File: config.mk
export PLATFORM = sky130hd
export DESIGN_NAME = uart_word_interface
export DESIGN_NICKNAME = d
export VERILOG_FILES = /design/src/rtl/uart_word_interface.sv
export SDC_FILE = /design/constraint.sdc
export NUM_CORES = 1
export LEC_CHECK = 0
export BUFFER_PORTS_ARGS = -buffer_cell sky130_fd_sc_hd__buf_4
export CELL_PAD_IN_SITES_DETAIL_PLACEMENT = 0
export CELL_PAD_IN_SITES_GLOBAL_PLACEMENT = 1
export CORE_ASPECT_RATIO = 0.9
export CORE_UTILIZATION = 46
export DETAILED_ROUTE_END_ITERATION = 10
export GPL_TIMING_DRIVEN = 0
export PLACE_DENSITY_LB_ADDON = 0.1
export SLEW_MARGIN = 10
export SYNTH_ARGS = -nofsm -noshare
export SYNTH_HDL_FRONTEND = slang
export SYNTH_SLANG_ARGS = --single-unit
export TNS_END_PERCENT = 10
File: constraint.sdc
create_clock -name clk -period 4.1 [get_ports clk]
set_clock_uncertainty 0.1 [all_clocks]
set_input_delay 0.615 -clock clk [delete_from_list [all_inputs] [get_ports clk]]
set_output_delay 0.615 -clock clk [all_outputs]
set_load 0.02 [all_outputs]
File: src/rtl/uart_word_interface.sv
`default_nettype none
// ============================================================================
// Module   : uart_word_interface
// Purpose  : Bridges a UART byte interface to 32-bit words. RX packs bytes
//            LSB-first with an idle timeout; TX unpacks a word into four
//            start/done byte transfers.
// Revision : 1.0 - initial release
// ============================================================================
module uart_word_interface #(
    parameter int NB_BYTE        = 8,
    parameter int NB_WORD        = 32,
    parameter int TIMEOUT_CYCLES = 4_500_000
) (
    input  logic               clk,
    input  logic               i_rst,
    // UART receiver side
    input  logic               i_rx_done,
    input  logic [NB_BYTE-1:0] i_rx_data,
    // UART transmitter side
    output logic               o_tx_start,
    output logic [NB_BYTE-1:0] o_tx_data,
    input  logic               i_tx_done,
    // System side
    output logic [NB_WORD-1:0] o_word,
    output logic               o_word_valid,
    output logic               o_rx_timeout,
    input  logic [NB_WORD-1:0] i_tx_word,
    input  logic               i_tx_word_valid,
    output logic               o_tx_ready
);

    localparam int c_LANES = NB_WORD / NB_BYTE;
    localparam int c_CNT_W = (c_LANES > 1) ? $clog2(c_LANES) : 1;
    localparam int c_TO_W  = (TIMEOUT_CYCLES > 1) ? $clog2(TIMEOUT_CYCLES) : 1;

    localparam logic [c_CNT_W-1:0] c_CNT_LAST = c_CNT_W'(c_LANES - 1);
    localparam logic [c_TO_W-1:0]  c_TO_LAST  = c_TO_W'(TIMEOUT_CYCLES - 1);

    // ------------------------------------------------------------------
    // RX word assembly
    // ------------------------------------------------------------------
    logic [c_CNT_W-1:0] r_rx_cnt;
    logic [c_TO_W-1:0]  r_to_cnt;
    logic [NB_WORD-1:0] r_shreg;
    logic [NB_WORD-1:0] w_word_next;

    // Completed word includes the byte arriving this cycle in its lane.
    always_comb begin
        w_word_next = r_shreg;
        w_word_next[r_rx_cnt*NB_BYTE +: NB_BYTE] = i_rx_data;
    end

    always_ff @(posedge clk) begin
        if (i_rst) begin
            r_rx_cnt     <= '0;
            r_to_cnt     <= '0;
            r_shreg      <= '0;
            o_word       <= '0;
            o_word_valid <= 1'b0;
            o_rx_timeout <= 1'b0;
        end else begin
            o_word_valid <= 1'b0;
            o_rx_timeout <= 1'b0;
            if (i_rx_done) begin
                // A byte always beats a coincident timeout.
                r_shreg  <= w_word_next;
                r_to_cnt <= '0;
                if (r_rx_cnt == c_CNT_LAST) begin
                    o_word       <= w_word_next;
                    o_word_valid <= 1'b1;
                    r_rx_cnt     <= '0;
                end else begin
                    r_rx_cnt <= r_rx_cnt + 1'b1;
                end
            end else if (r_rx_cnt == '0) begin
                r_to_cnt <= '0;
            end else if (r_to_cnt == c_TO_LAST) begin
                r_rx_cnt     <= '0;
                r_to_cnt     <= '0;
                o_rx_timeout <= 1'b1;
            end else begin
                r_to_cnt <= r_to_cnt + 1'b1;
            end
        end
    end

    // ------------------------------------------------------------------
    // TX word serialisation
    // ------------------------------------------------------------------
    typedef enum logic [1:0] {
        S_IDLE  = 2'd0,
        S_START = 2'd1,
        S_WAIT  = 2'd2
    } tx_state_t;

    tx_state_t          r_tx_state;
    logic [NB_WORD-1:0] r_tx_word;
    logic [c_CNT_W-1:0] r_tx_idx;
    logic [c_CNT_W-1:0] w_tx_idx_next;

    assign w_tx_idx_next = r_tx_idx + 1'b1;

    always_ff @(posedge clk) begin
        if (i_rst) begin
            r_tx_state <= S_IDLE;
            r_tx_word  <= '0;
            r_tx_idx   <= '0;
            o_tx_start <= 1'b0;
            o_tx_data  <= '0;
            o_tx_ready <= 1'b1;
        end else begin
            case (r_tx_state)
                S_IDLE: begin
                    if (i_tx_word_valid) begin
                        r_tx_word  <= i_tx_word;
                        r_tx_idx   <= '0;
                        o_tx_start <= 1'b1;
                        o_tx_data  <= i_tx_word[NB_BYTE-1:0];
                        o_tx_ready <= 1'b0;
                        r_tx_state <= S_START;
                    end
                end
                S_START: begin
                    o_tx_start <= 1'b0;
                    r_tx_state <= S_WAIT;
                end
                S_WAIT: begin
                    if (i_tx_done) begin
                        if (r_tx_idx == c_CNT_LAST) begin
                            o_tx_ready <= 1'b1;
                            r_tx_state <= S_IDLE;
                        end else begin
                            r_tx_idx   <= w_tx_idx_next;
                            o_tx_start <= 1'b1;
                            o_tx_data  <= r_tx_word[w_tx_idx_next*NB_BYTE +: NB_BYTE];
                            r_tx_state <= S_START;
                        end
                    end
                end
                default: begin
                    o_tx_start <= 1'b0;
                    o_tx_ready <= 1'b1;
                    r_tx_state <= S_IDLE;
                end
            endcase
        end
    end

endmodule
`default_nettype wire

==> out/metrics.yaml <==
outcome:
  status: "finished, final reports clean"
route:
  drc: 0
  wire_per_inst_um: 16.0
  wl_um: 15200
  drtAntennaViolNets: 0
  dr.pass1.iters: 5
  via_per_inst: 5.42
  first_iter_violations: 386
  vias: 5153
power:
  peakVddDrop_uv: 378
  power_density_nw_per_um2: 478
  leakagePower_nw: 2.74
  total_power_mw: 3.49
clock_tree:
  htree_levels: 4
  cts-root-buf: "clkbuf_16"
  cts.path.max_buffers: 2
  post_cts_buffers: 0
  cts_buffers: 17
  clock-sinks: 137
  cts_resized: 0
  clock_latency_ps: 420
  cts_hold_buf: 0
  cts_tree: "yes"
  clkTransAtPathRegs_ps: 60
floorplanning:
  pin_count: 89
  die_y_um: 108
  initial_utilization: 0.476
  core_area_sq_um: 12200
  die_area_sq_um: 13100
  rows: 38
  chipWidth_um: 120
timing:
  clock.fmax_mhz: 422
  hold_viol: 0
  fin_crit_sh: 0.578
  finalSetupViolCount: 0
  holdWs_ps: 347
  fin_setup_tns_ps: 0
  fin_crit_ps: 2370
  worst_pin_slew_ps: 902
  slew_viol_final: 0
  maxSlewHeadroom: 0.398
  rsz0062_at_grt: "no"
setup_path:
  path_buf_inv: 2
  worst_setup_path_start_kind: "flip-flop"
  critPathMaxFanout: 8
  r2r_end: "o_word[20]"
  crit_type: "flip-flop to flip-flop"
  arrival_ps: 2590
  crit_path_max_incr_delay_ps: 460
  reg2regPathDepth: 7
  crit_chain: "inv_1 > ha_1 > nor3b_1 > and3b_1 > clkbuf_1 > a21oi_1 > a211oi_1"
  cp_top_family: "simple AND/OR/NAND/NOR gates"
  cpMaxStageDelayCell: "dfxtp_1"
  r2r-start: "r_rx_cnt[0]"
  crit_path_end_kind: "flip-flop"
  required_ps: 4330
  ff2ff_setup_slack_ps: 1730
placement:
  port_buffers: 85
  gp_congestion: 0.795
  dp_hpwl_um: 10600
hold_path:
  holdPathEnd: "r_tx_word[8]"
  hp-start: "i_tx_word[8]"
  min_path_type: "input pin to flip-flop"
  min_path_cells: 3
yosys:
  synth_ff_type: "dfxtp_1"
  synthCells: 673
  ys_warn_count: 0
  avgSynthCellArea_sq_um: 8.61
  seq_area_frac_synth: 0.473
  ys_top_cells_by_area: "dfxtp_1 47%, nor2_1 6.2%, a21oi_1 6.1%, nand2_1 5.8%, a211oi_1 5.2%"
  synth-async-reset-ratio: 0
  synth_cell_type_count: 50
  syn_area_sq_um: 5800
  syn-num-nets: 726
  synth_top_area_frac: 0.473
  synth_seq_cells: 137
  synth_largest_area_cell: "dfxtp_1"
  synth-edff-count: 0
layout:
  num_antenna_cells: 0
  nets: 830
  layout_common_cells: "137 x dfxtp_1, 95 x nor2_1, 90 x nand2_1"
  final_common_cell: "dfxtp_1"
  drive_gt1_frac: 0.187
  fill_cells: 1149
  syn_to_final_growth_pct: 26.1
grt:
  grt_usage: 0.239
  antenna_found_initial: 0
  grt_max_degree: 17
  grt_pass1_wl_um: 24000
  grt_pass1_vias: 4912
  overflow: 0
job:
  cap_violations: 0
## cell type report
type / count / area (sq um) / share of cell area
Multi-Input combinational cell: 477 / 2810 / 0.384
Sequential cell: 137 / 2740 / 0.375
Timing Repair Buffer: 85 / 638 / 0.0873
Clock buffer: 22 / 484 / 0.0663
Buffer: 53 / 224 / 0.0307
Tap cell: 160 / 200 / 0.0274
Clock inverter: 10 / 188 / 0.0257
Inverter: 6 / 22.5 / 0.00308
## how the worst max path moves through the flow
stage                     start           to  depth (start not counted)
floorplan           r_rx_cnt[0]   o_word[17]                          7
global placement      i_tx_done  r_tx_idx[0]                          6
detailed placement    i_tx_done  r_tx_idx[0]                          6
CTS                 r_rx_cnt[0]   o_word[20]                          7
global route        r_rx_cnt[0]   o_word[22]                          7
finish              r_rx_cnt[0]   o_word[20]                          7
## cell families (layout without fill, tap and decap cells)
| family | count (synthesis) | in the layout | synth area share |
|---|---|---|---|
| AOI/OAI and AO/OA | 163 | 163 | 0.181 |
| xor gates and xnor gates | 12 | 12 | 0.0181 |
| adders and majority gates | 8 | 8 | 0.0173 |
| buffers and inverters | 59 | 176 | 0.0425 |
| DFF | 137 | 137 | 0.473 |
| muxes | 11 | 11 | 0.0363 |
| and+or+nand+nor | 283 | 283 | 0.232 |
## worst register-to-register path, stage by stage (launching register included)
cell and delay [ps]:
dfxtp_1 460, inv_1 150, ha_1 370, nor3b_1 320
and3b_1 200, clkbuf_1 290, a21oi_1 140, a211oi_1 250
## per-stage QoR
stage | cell area (sq um) | setup WS, ps | instances | utilization
global placement | 6640 | 1810 | 918 | 0.545
finish | 7310 | 1730 | 950 | 0.600
floorplan | 5800 | 2140 | 673 | -
CTS | 7310 | 1720 | 950 | 0.600
detailed placement | 6640 | 1720 | 918 | 0.545
global route | 7310 | 1450 | 950 | 0.600
## flip-flops by register name, summed over array words and instances (netlist names), 2 cells and up
signal and cells:
r_shreg 32, r_tx_idx 2, r_rx_cnt 2, r_tx_state 2, r_tx_word 32, o_tx_data 8, r_to_cnt 23, o_word 32
## cell usage after synthesis, types with 9 or more instances
| master | number |
|---|---|
| a211oi_1 | 40 |
| a21oi_1 | 71 |
| a22oi_1 | 23 |
| buf_2 | 10 |
| clkbuf_1 | 34 |
| dfxtp_1 | 137 |
| nand2_1 | 90 |
| nand3_1 | 9 |
| nand4_1 | 9 |
| nor2_1 | 95 |
| nor2b_1 | 37 |
## per-layer routing
layer	vias to the layer above	GRT usage	share of wire
li1	2563	-	-
met1	2425	0.300	0.45
met2	147	0.408	0.49
met3	18	0.0491	0.048
met4	0	0.0855	0.015
met5	-	0	0
## where the power goes
group	internal [mW]	switching (mW)	total, mW
Combinational	0.137	0.216	0.354
Clock	1.15	0.574	1.72
Sequential	1.39	0.0316	1.42
Total	2.67	0.822	3.49
No activity file was read; power rests on OpenSTA's default activity.
